===== src/rtl/flash_ctrl_info_mp_check.sv =====
`timescale 1ns/1ps
`default_nettype none
// ============================================================================
// Module   : flash_ctrl_info_mp_check
// Brief    : Info-partition memory-protection check with registered response
//            and saturating denial counter.
// Revision : 1.0 - initial release
// ============================================================================
module flash_ctrl_info_mp_check #(
  parameter int INFOS_PER_BANK = 10,
  parameter int NUM_PAGES      = 10,
  parameter int INFO_PAGE_W    = 4,
  parameter int CFG_W          = 7,
  parameter int CNT_W          = 8
) (
  input  logic                            clk_i,
  input  logic                            rst_ni,
  input  logic [INFOS_PER_BANK*CFG_W-1:0] cfgs_i,
  input  logic                            req_i,
  output logic                            req_ready_o,
  input  logic [1:0]                      op_i,
  input  logic [INFO_PAGE_W-1:0]          page_i,
  output logic                            rsp_valid_o,
  input  logic                            rsp_ready_i,
  output logic                            rsp_allow_o,
  output logic [1:0]                      rsp_err_o,
  output logic                            rsp_scramble_en_o,
  output logic                            rsp_ecc_en_o,
  output logic                            rsp_he_en_o,
  output logic [CNT_W-1:0]                deny_cnt_o,
  input  logic                            deny_cnt_clr_i
);

  if (NUM_PAGES > INFOS_PER_BANK) begin : g_bad_num_pages
    $error("NUM_PAGES must not exceed INFOS_PER_BANK");
  end
  if ((2 ** INFO_PAGE_W) < INFOS_PER_BANK) begin : g_bad_page_w
    $error("INFO_PAGE_W too narrow for INFOS_PER_BANK");
  end

  typedef enum logic [1:0] {
    ST_IDLE  = 2'd0,
    ST_CHECK = 2'd1,
    ST_RESP  = 2'd2
  } state_e;

  state_e                 r_state;
  logic [1:0]             r_op;
  logic [INFO_PAGE_W-1:0] r_page;
  logic                   r_req_ready;
  logic                   r_rsp_valid;
  logic                   r_allow;
  logic [1:0]             r_err;
  logic                   r_scramble;
  logic                   r_ecc;
  logic                   r_he;
  logic [CNT_W-1:0]       r_cnt;

  logic                   w_in_range;
  logic [CFG_W-1:0]       w_cfg;
  logic                   w_perm;
  logic                   w_allow;
  logic [1:0]             w_err;

  // Page select only ever matches in-range pages, so an out-of-bounds index
  // never reaches cfgs_i.
  always_comb begin
    w_in_range = (32'(r_page) < 32'(NUM_PAGES));
    w_cfg      = '0;
    for (int i = 0; i < INFOS_PER_BANK; i++) begin
      if (w_in_range && (32'(r_page) == 32'(i))) begin
        w_cfg = cfgs_i[i*CFG_W +: CFG_W];
      end
    end
  end

  always_comb begin
    w_perm  = 1'b0;
    w_allow = 1'b0;
    w_err   = 2'd0;
    case (r_op)
      2'd0:    w_perm = w_cfg[5];
      2'd1:    w_perm = w_cfg[4];
      2'd2:    w_perm = w_cfg[3];
      default: w_perm = 1'b0;
    endcase
    if (r_op == 2'd3) begin
      w_err = 2'd3;
    end else if (!w_in_range) begin
      w_err = 2'd2;
    end else if (!w_cfg[6] || !w_perm) begin
      w_err = 2'd1;
    end else begin
      w_allow = 1'b1;
    end
  end

  always_ff @(posedge clk_i or negedge rst_ni) begin
    if (!rst_ni) begin
      r_state     <= ST_IDLE;
      r_op        <= 2'd0;
      r_page      <= '0;
      r_req_ready <= 1'b1;
      r_rsp_valid <= 1'b0;
      r_allow     <= 1'b0;
      r_err       <= 2'd0;
      r_scramble  <= 1'b0;
      r_ecc       <= 1'b0;
      r_he        <= 1'b0;
    end else begin
      case (r_state)
        ST_IDLE: begin
          if (req_i) begin
            r_op        <= op_i;
            r_page      <= page_i;
            r_req_ready <= 1'b0;
            r_state     <= ST_CHECK;
          end
        end
        ST_CHECK: begin
          r_allow     <= w_allow;
          r_err       <= w_err;
          r_scramble  <= w_allow & w_cfg[2];
          r_ecc       <= w_allow & w_cfg[1];
          r_he        <= w_allow & w_cfg[0];
          r_rsp_valid <= 1'b1;
          r_state     <= ST_RESP;
        end
        ST_RESP: begin
          if (rsp_ready_i) begin
            r_rsp_valid <= 1'b0;
            r_allow     <= 1'b0;
            r_err       <= 2'd0;
            r_scramble  <= 1'b0;
            r_ecc       <= 1'b0;
            r_he        <= 1'b0;
            r_req_ready <= 1'b1;
            r_state     <= ST_IDLE;
          end
        end
        default: begin
          r_state     <= ST_IDLE;
          r_req_ready <= 1'b1;
          r_rsp_valid <= 1'b0;
        end
      endcase
    end
  end

  // Clear takes priority over a coincident denial increment.
  always_ff @(posedge clk_i or negedge rst_ni) begin
    if (!rst_ni) begin
      r_cnt <= '0;
    end else if (deny_cnt_clr_i) begin
      r_cnt <= '0;
    end else if ((r_state == ST_CHECK) && !w_allow && (r_cnt != {CNT_W{1'b1}})) begin
      r_cnt <= r_cnt + CNT_W'(1);
    end
  end

  assign req_ready_o       = r_req_ready;
  assign rsp_valid_o       = r_rsp_valid;
  assign rsp_allow_o       = r_allow;
  assign rsp_err_o         = r_err;
  assign rsp_scramble_en_o = r_scramble;
  assign rsp_ecc_en_o      = r_ecc;
  assign rsp_he_en_o       = r_he;
  assign deny_cnt_o        = r_cnt;

endmodule
`default_nettype wire


===== config.mk =====
export PLATFORM = sky130hd
export DESIGN_NAME = flash_ctrl_info_mp_check
export DESIGN_NICKNAME = d
export VERILOG_FILES = /design/src/rtl/flash_ctrl_info_mp_check.sv
export SDC_FILE = /design/constraint.sdc
export NUM_CORES = 1
export LEC_CHECK = 0
export CAP_MARGIN = 40
export CORE_MARGIN = 2
export CORE_UTILIZATION = 45
export CTS_BUF_LIST = sky130_fd_sc_hd__clkbuf_8
export DETAILED_ROUTE_END_ITERATION = 8
export HOLD_SLACK_MARGIN = 0.15
export PLACE_DENSITY = 0.95
export SETUP_SLACK_MARGIN = 0.4
export SLEW_MARGIN = 20
export SYNTH_ARGS = -nofsm -noshare
export SYNTH_HDL_FRONTEND = slang
export SYNTH_SLANG_ARGS = --single-unit

===== constraint.sdc =====
create_clock -name clk_i -period 3.95 [get_ports clk_i]
set_clock_uncertainty 0.1 [all_clocks]
set_input_delay 0.395 -clock clk_i [delete_from_list [all_inputs] [get_ports clk_i]]
set_output_delay 0.395 -clock clk_i [all_outputs]
set_load 0.02 [all_outputs]

==> flow_summary.yaml, run 1 <==
clock_network:
  cts_tree: "done"
  cts_resized: 0
  postCtsSetupBuffers: 0
  ctsHtreeMaxLevel: 1
  path_clk_slew_ps: 90
  clock_latency_ps: 270
  postCtsHoldBufs: 0
  root_buffer: "clkbuf_8"
  numCtsBuffers: 3
  cts_buffer_depth: 2
  clkSinkCount: 24
detailed_routing:
  route.final.wire_length_um: 6100
  via_per_inst: 5.94
  firstDrtPassIters: 4
  drcViolationCount: 0
  via_count: 2031
  drt-wirelength-per-cell_um: 17.8
  drtAntennaViolNets: 0
  drt_iter0_drc: 187
run:
  drv_cap: 0
grt:
  gr-usage-met1_pct: 33.8
  grt_use_met2_pct: 42.3
  grt_pass1_vias: 2075
  grt_first_pass_wirelength_um: 10100
  grtUsageTotal_pct: 25.9
  grt_start_max_net_pins: 24
  top_usage_layer: "met2"
  use_met3_pct: 5.96
  antenna_found_initial: 0
  grt-ovfl-total: 0
yosys:
  avgSynthCellArea_um2: 9.66
  syn_nets: 282
  synth_flop_cell: "dfrtp_1"
  synth_top_area_share_pct: 29.8
  seq_area_frac_synth_pct: 31.2
  syn-instance-count: 200
  synth_edf_count: 0
  yosys-top-cells-area: "dfrtp_1 30%, mux4_2 5.8%, mux2_1 5.2%"
  async_flop_share_pct: 100
  syn_area_um2: 1930
  synth_area_leader_cell: "dfrtp_1"
  synth-seq-cells: 24
  ys_types: 55
  yosys_warnings: 0
sta:
  worst_pin_slew_ps: 741
  rsz0062_at_grt: "no"
  max_freq_mhz: 377
  timing.final.crit_share_pct: 67.2
  slew_violations: 0
  hold_viol: 0
  fin_crit_ps: 2650
  tns_ps: 0
  finalSetupViolations: 0
  slew_headroom_pct: 50.5
setup_path:
  worstSetupPathType: "reg2reg"
  crit_family: "compound AO/OA/AOI/OAI gates"
  critPathLaunchType: "flip-flop"
  cp_max_fo: 19
  cp-end-kind: "flip-flop"
  required_ps: 4010
  slowest_delay_ps: 740
  path_buf_inv: 1
  crit_arrival_ps: 2710
  crit_chain: "clkinv_1 > a221oi_1 > a311oi_1 > o2bb2ai_2 > a31oi_4 > a21oi_1 > mux2_1"
  slowest_stage: "dfrtp_1"
cells_and_area:
  n_fill_cell: 295
  register_area_um2: 602
  syn_to_final_growth_pct: 54.7
  nets: 375
  postLayoutCellArea_um2: 2990
  drive_gt1_share_pct: 9.59
  finalNonFillerCells: 342
  layout_common_cells: "96 x clkdlybuf4s50_1, 23 x dfrtp_1, 18 x nand2_1"
  antenna_cells: 0
  final_common_cell: "clkdlybuf4s50_1"
  multi_input_area_um2: 1230
floorplan:
  die_y_um: 69.5
  dieArea_um2: 4830
  start_util_pct: 47.6
  rows: 23
  core-area_um2: 4060
  pin_count: 97
  die_x_um: 69.5
power_and_ir_drop:
  power.total_uw: 1740
  ir_drop_mv: 0.295
  powerDensity_nw_per_um2: 583
  p_leak_uw: 0.00116
placed_design:
  dp.cells: 338
  hpwl_um: 4650
  place.gp.congestion: 0.865
  place_area_um2: 2920
  portBuffers: 96
outcome:
  status: "complete, no violations"
hold_path:
  hold_class: "in2async"
[metal layers]
metal | vias up | routed length (um)
met5 | - | 0
li1 | 950 | -
met2 | 121 | 2900
met3 | 18 | 557
met1 | 942 | 2460
met4 | 0 | 175
[cells by family after synthesis]
logic type	share of synthesized area (%)
and+or+nand+nor	20.3
AOI/OAI and AO/OA	25.1
muxes	17.6
DFF	31.2
buffers and inverters	5.25
adders and majority gates	0.648
[state kept, by name, summed over array words and instances (netlist names)]
signal	count
r_state	2
deny_cnt_o	8
rsp_scramble_en_o	1
rsp_ecc_en_o	1
rsp_valid_o	1
r_op	2
rsp_he_en_o	1
req_ready_o	1
rsp_err_o	2
r_page	4
rsp_allow_o	1
[power breakdown]
group          switching (uW)  internal [uW]  total [uW]
Clock                    80.7            136         216
Sequential                154            327         481
Combinational             531            515        1050
Total                     765            977        1740
[metrics by stage]
step                      setup slack [ps]  hold slack, ps  util [%]
after floorplan                       1770          -0.591         -
after global placement                1180             365      70.8
after detailed placement              1360             371      71.9
after CTS                             1320             346      73.7
after global routing                  1060             355      73.7
final                                 1300             341      73.7
[cell type report]
type                       count  area share, %
multi-input combinational    161           41.1
timing repair buffer         100           33.9
sequential                    24           20.1
clock inverter                 1           1.00
tap                           50           2.09
inverter                       3          0.377
clock buffer                   3           1.38
[Yosys cell counts, types with 2 or more instances]
| master | instances |
|---|---|
| dfrtp_1 | 23 |
| mux2_1 | 9 |
| o211ai_1 | 3 |
| nand2_1 | 18 |
| nand3_1 | 5 |
| a32o_1 | 4 |
| nand4_1 | 3 |
| o21ai_0 | 16 |
| clkbuf_1 | 4 |
| nand2b_1 | 4 |
| a22oi_1 | 5 |
| a21oi_1 | 13 |
| a21o_1 | 2 |
| buf_2 | 2 |
| a32oi_1 | 3 |
| o21a_1 | 3 |
| a22o_1 | 2 |
| nor2_1 | 15 |
| inv_1 | 2 |
| buf_6 | 2 |
| buf_4 | 3 |
| mux2i_1 | 8 |
| nor2b_1 | 10 |
| nand4b_1 | 3 |
| mux4_2 | 5 |
| mux2_2 | 4 |
[worst paths after layout]
check	startpoint	endpoint	slack, ps	cells after the start
setup reg to reg	r_page[2]	deny_cnt_o[2]	1300	7
min in group clk_i	rsp_valid_o	rsp_valid_o	390	1
setup / recovery	r_page[2]	deny_cnt_o[2]	1300	7
hold / removal	rst_ni	deny_cnt_o[6]	340	1
hold reg to reg	rsp_valid_o	rsp_valid_o	390	1
max in group asynchronous	rst_ni	req_ready_o	2860	2
Power figures use the tool's default switching activity.
==> run 2: changes to the inputs <==
--- a/config.mk
+++ b/config.mk
@@ -7,11 +7,11 @@
 export LEC_CHECK = 0
 export CAP_MARGIN = 40
 export CORE_MARGIN = 2
-export CORE_UTILIZATION = 45
+export CORE_UTILIZATION = 42
 export CTS_BUF_LIST = sky130_fd_sc_hd__clkbuf_8
 export DETAILED_ROUTE_END_ITERATION = 8
 export HOLD_SLACK_MARGIN = 0.15
-export PLACE_DENSITY = 0.95
+export PLACE_DENSITY = 0.92
 export SETUP_SLACK_MARGIN = 0.4
 export SLEW_MARGIN = 20
 export SYNTH_ARGS = -nofsm -noshare
==> constraint.sdc (replaced) <==
create_clock -name clk_i -period 2.6 [get_ports clk_i]
set_clock_uncertainty 0.1 [all_clocks]
set_input_delay 0.26 -clock clk_i [delete_from_list [all_inputs] [get_ports clk_i]]
set_output_delay 0.26 -clock clk_i [all_outputs]
set_load 0.02 [all_outputs]
==> run 2 against run 1 <==
Fmax up 12%. Critical path type unchanged. Largest power group unchanged. Critical endpoint is now deny_cnt_o[0]. Core utilization up 1.6 points. Sequential share of layout area down 1.8 points. Largest cell class unchanged. Non-clock buffer count up 24.
==> flow_summary.yaml, run 2 (synthesis gave the netlist of run 1 again) <==
floorplan:
  die_x_um: 71.8
  start_util_pct: 44.1
  die_y_um: 71.8
  core-area_um2: 4380
  pin_count: 97
  rows: 24
  dieArea_um2: 5160
power_and_ir_drop:
  p_leak_uw: 0.00131
  ir_drop_mv: 0.489
  powerDensity_nw_per_um2: 955
clock_network:
  cts_tree: "done"
  numCtsBuffers: 3
  root_buffer: "clkbuf_8"
  cts_buffer_depth: 2
  clock_latency_ps: 260
  path_clk_slew_ps: 80
  ctsHtreeMaxLevel: 1
  clkSinkCount: 24
detailed_routing:
  via_count: 2144
  drt-wirelength-per-cell_um: 18.2
  route.final.wire_length_um: 6700
  firstDrtPassIters: 4
  drtAntennaViolNets: 0
  drcViolationCount: 0
  drt_iter0_drc: 208
  via_per_inst: 5.83
cells_and_area:
  n_fill_cell: 283
  utilization_pct: 75.3
  largest_reg_flops: 8
  drive_gt1_share_pct: 23.7
  postLayoutCellArea_um2: 3300
  multi_input_area_um2: 1320
  finalNonFillerCells: 368
  register_area_um2: 606
  antenna_cells: 0
  syn_to_final_growth_pct: 70.9
  layout_common_cells: "96 x clkdlybuf4s50_1, 20 x dfrtp_1, 20 x buf_4"
  final_common_cell: "clkdlybuf4s50_1"
  nets: 399
grt:
  grtUsageTotal_pct: 23.9
  grt_start_max_net_pins: 30
  antenna_found_initial: 0
  grt_pass1_vias: 2024
  grt-ovfl-total: 0
  grt_first_pass_wirelength_um: 9750
run:
  drv_cap: 0
setup_path:
  required_ps: 2660
  reg2reg_slack_ps: 240
  timing.rr.end: "deny_cnt_o[0]"
  critPathLaunchType: "flip-flop"
  ff2ff_path_depth: 9
  startpoint: "r_page[1]"
  r2r_start: "r_page[1]"
  cp-endpoint: "deny_cnt_o[0]"
  cp_max_fo: 8
  crit_arrival_ps: 2420
  cp-end-kind: "flip-flop"
  worstSetupPathType: "reg2reg"
sta:
  fin_crit_ps: 2360
  worst_pin_slew_ps: 574
  hold_viol: 0
  finalSetupViolations: 0
  timing.final.crit_share_pct: 91.0
  slew_headroom_pct: 61.6
  max_freq_mhz: 423
  rsz0062_at_grt: "yes"
  slew_violations: 0
  tns_ps: 0
  timing.final.ws_setup_ps: 235
placed_design:
  place.gp.congestion: 0.924
  dp.cells: 345
  hpwl_um: 4490
  place_area_um2: 2960
  post-place-ws_ps: 194
  portBuffers: 96
outcome:
  status: "complete, no violations"
hold_path:
  hold_class: "in2async"
## run 2: cell types whose count changed in the layout (fill, tap and decap cells not counted), moves of 2 or more
cell     before  now
mux2_4        0    5
buf_12        0    3
buf_4         1   20
o21ai_1       1    3
a21oi_1      13    6
dfrtp_1      23   20
o21ai_0      16   13
buf_8         3    0
buf_6         0    3
dfrtp_2       0    3
a21oi_2       0    7
mux2_1        9    4
## run 2: critical path, stage by stage, from the launching register on
cell      delay [ps]
dfrtp_2          470
buf_6            130
mux2_4           290
nand2_2           60
a32oi_2          120
o211ai_1         300
a31oi_4          130
buf_12           160
a21boi_4         170
mux2_4           310
## run 2: where the power goes
part	switching (uW)	leakage [uW]	internal, uW	total (uW)
Sequential	167	0.000308	504	671
Clock	120	0.0000288	135	255
Combinational	1070	0.000970	1160	2230
## run 2: layout make-up
| type | count | share of cell area [%] |
|---|---|---|
| timing repair buffer | 124 | 37.6 |
| multi-input combinational | 161 | 40.1 |
| inverter | 3 | 0.341 |
| tap | 52 | 1.97 |
| sequential | 24 | 18.3 |
| clock buffer | 4 | 1.67 |
## run 2: layer usage
metal	routed length (um)	part of all wire [%]	track usage, %	vias up
met5	0	0	0	-
met4	155	2.3	4.19	0
met3	508	7.6	3.80	18
met2	3360	50	41.8	110
met1	2680	40	31.5	1020
li1	-	-	-	996
## run 2: timing repair
item / in CTS / in global routing
hold buffers: 0 / 0
gates cloned: 1 / 0
pin swaps: 6 / 15
resized for setup: 8 / 23
buffers inserted: 8 / 10
endpoints found under the setup margin: 13 / 13
## run 2: through the flow
stage	total power, uW	hold WS (ps)
5_1_grt	3340	289
2_1_floorplan	1840	-136
4_1_cts	2800	254
3_5_place_dp	2360	370
3_3_place_gp	2320	367
6_report	3150	246
## run 2: worst min-delay path by stage
| stage | end | slack, ps |
|---|---|---|
| CTS | deny_cnt_o[1] | 250 |
| global placement | rsp_valid_o | 370 |
| finish | deny_cnt_o[3] | 250 |
| global route | deny_cnt_o[1] | 290 |
| detailed placement | rsp_valid_o | 370 |
| floorplan | deny_cnt_o[0] | -140 |
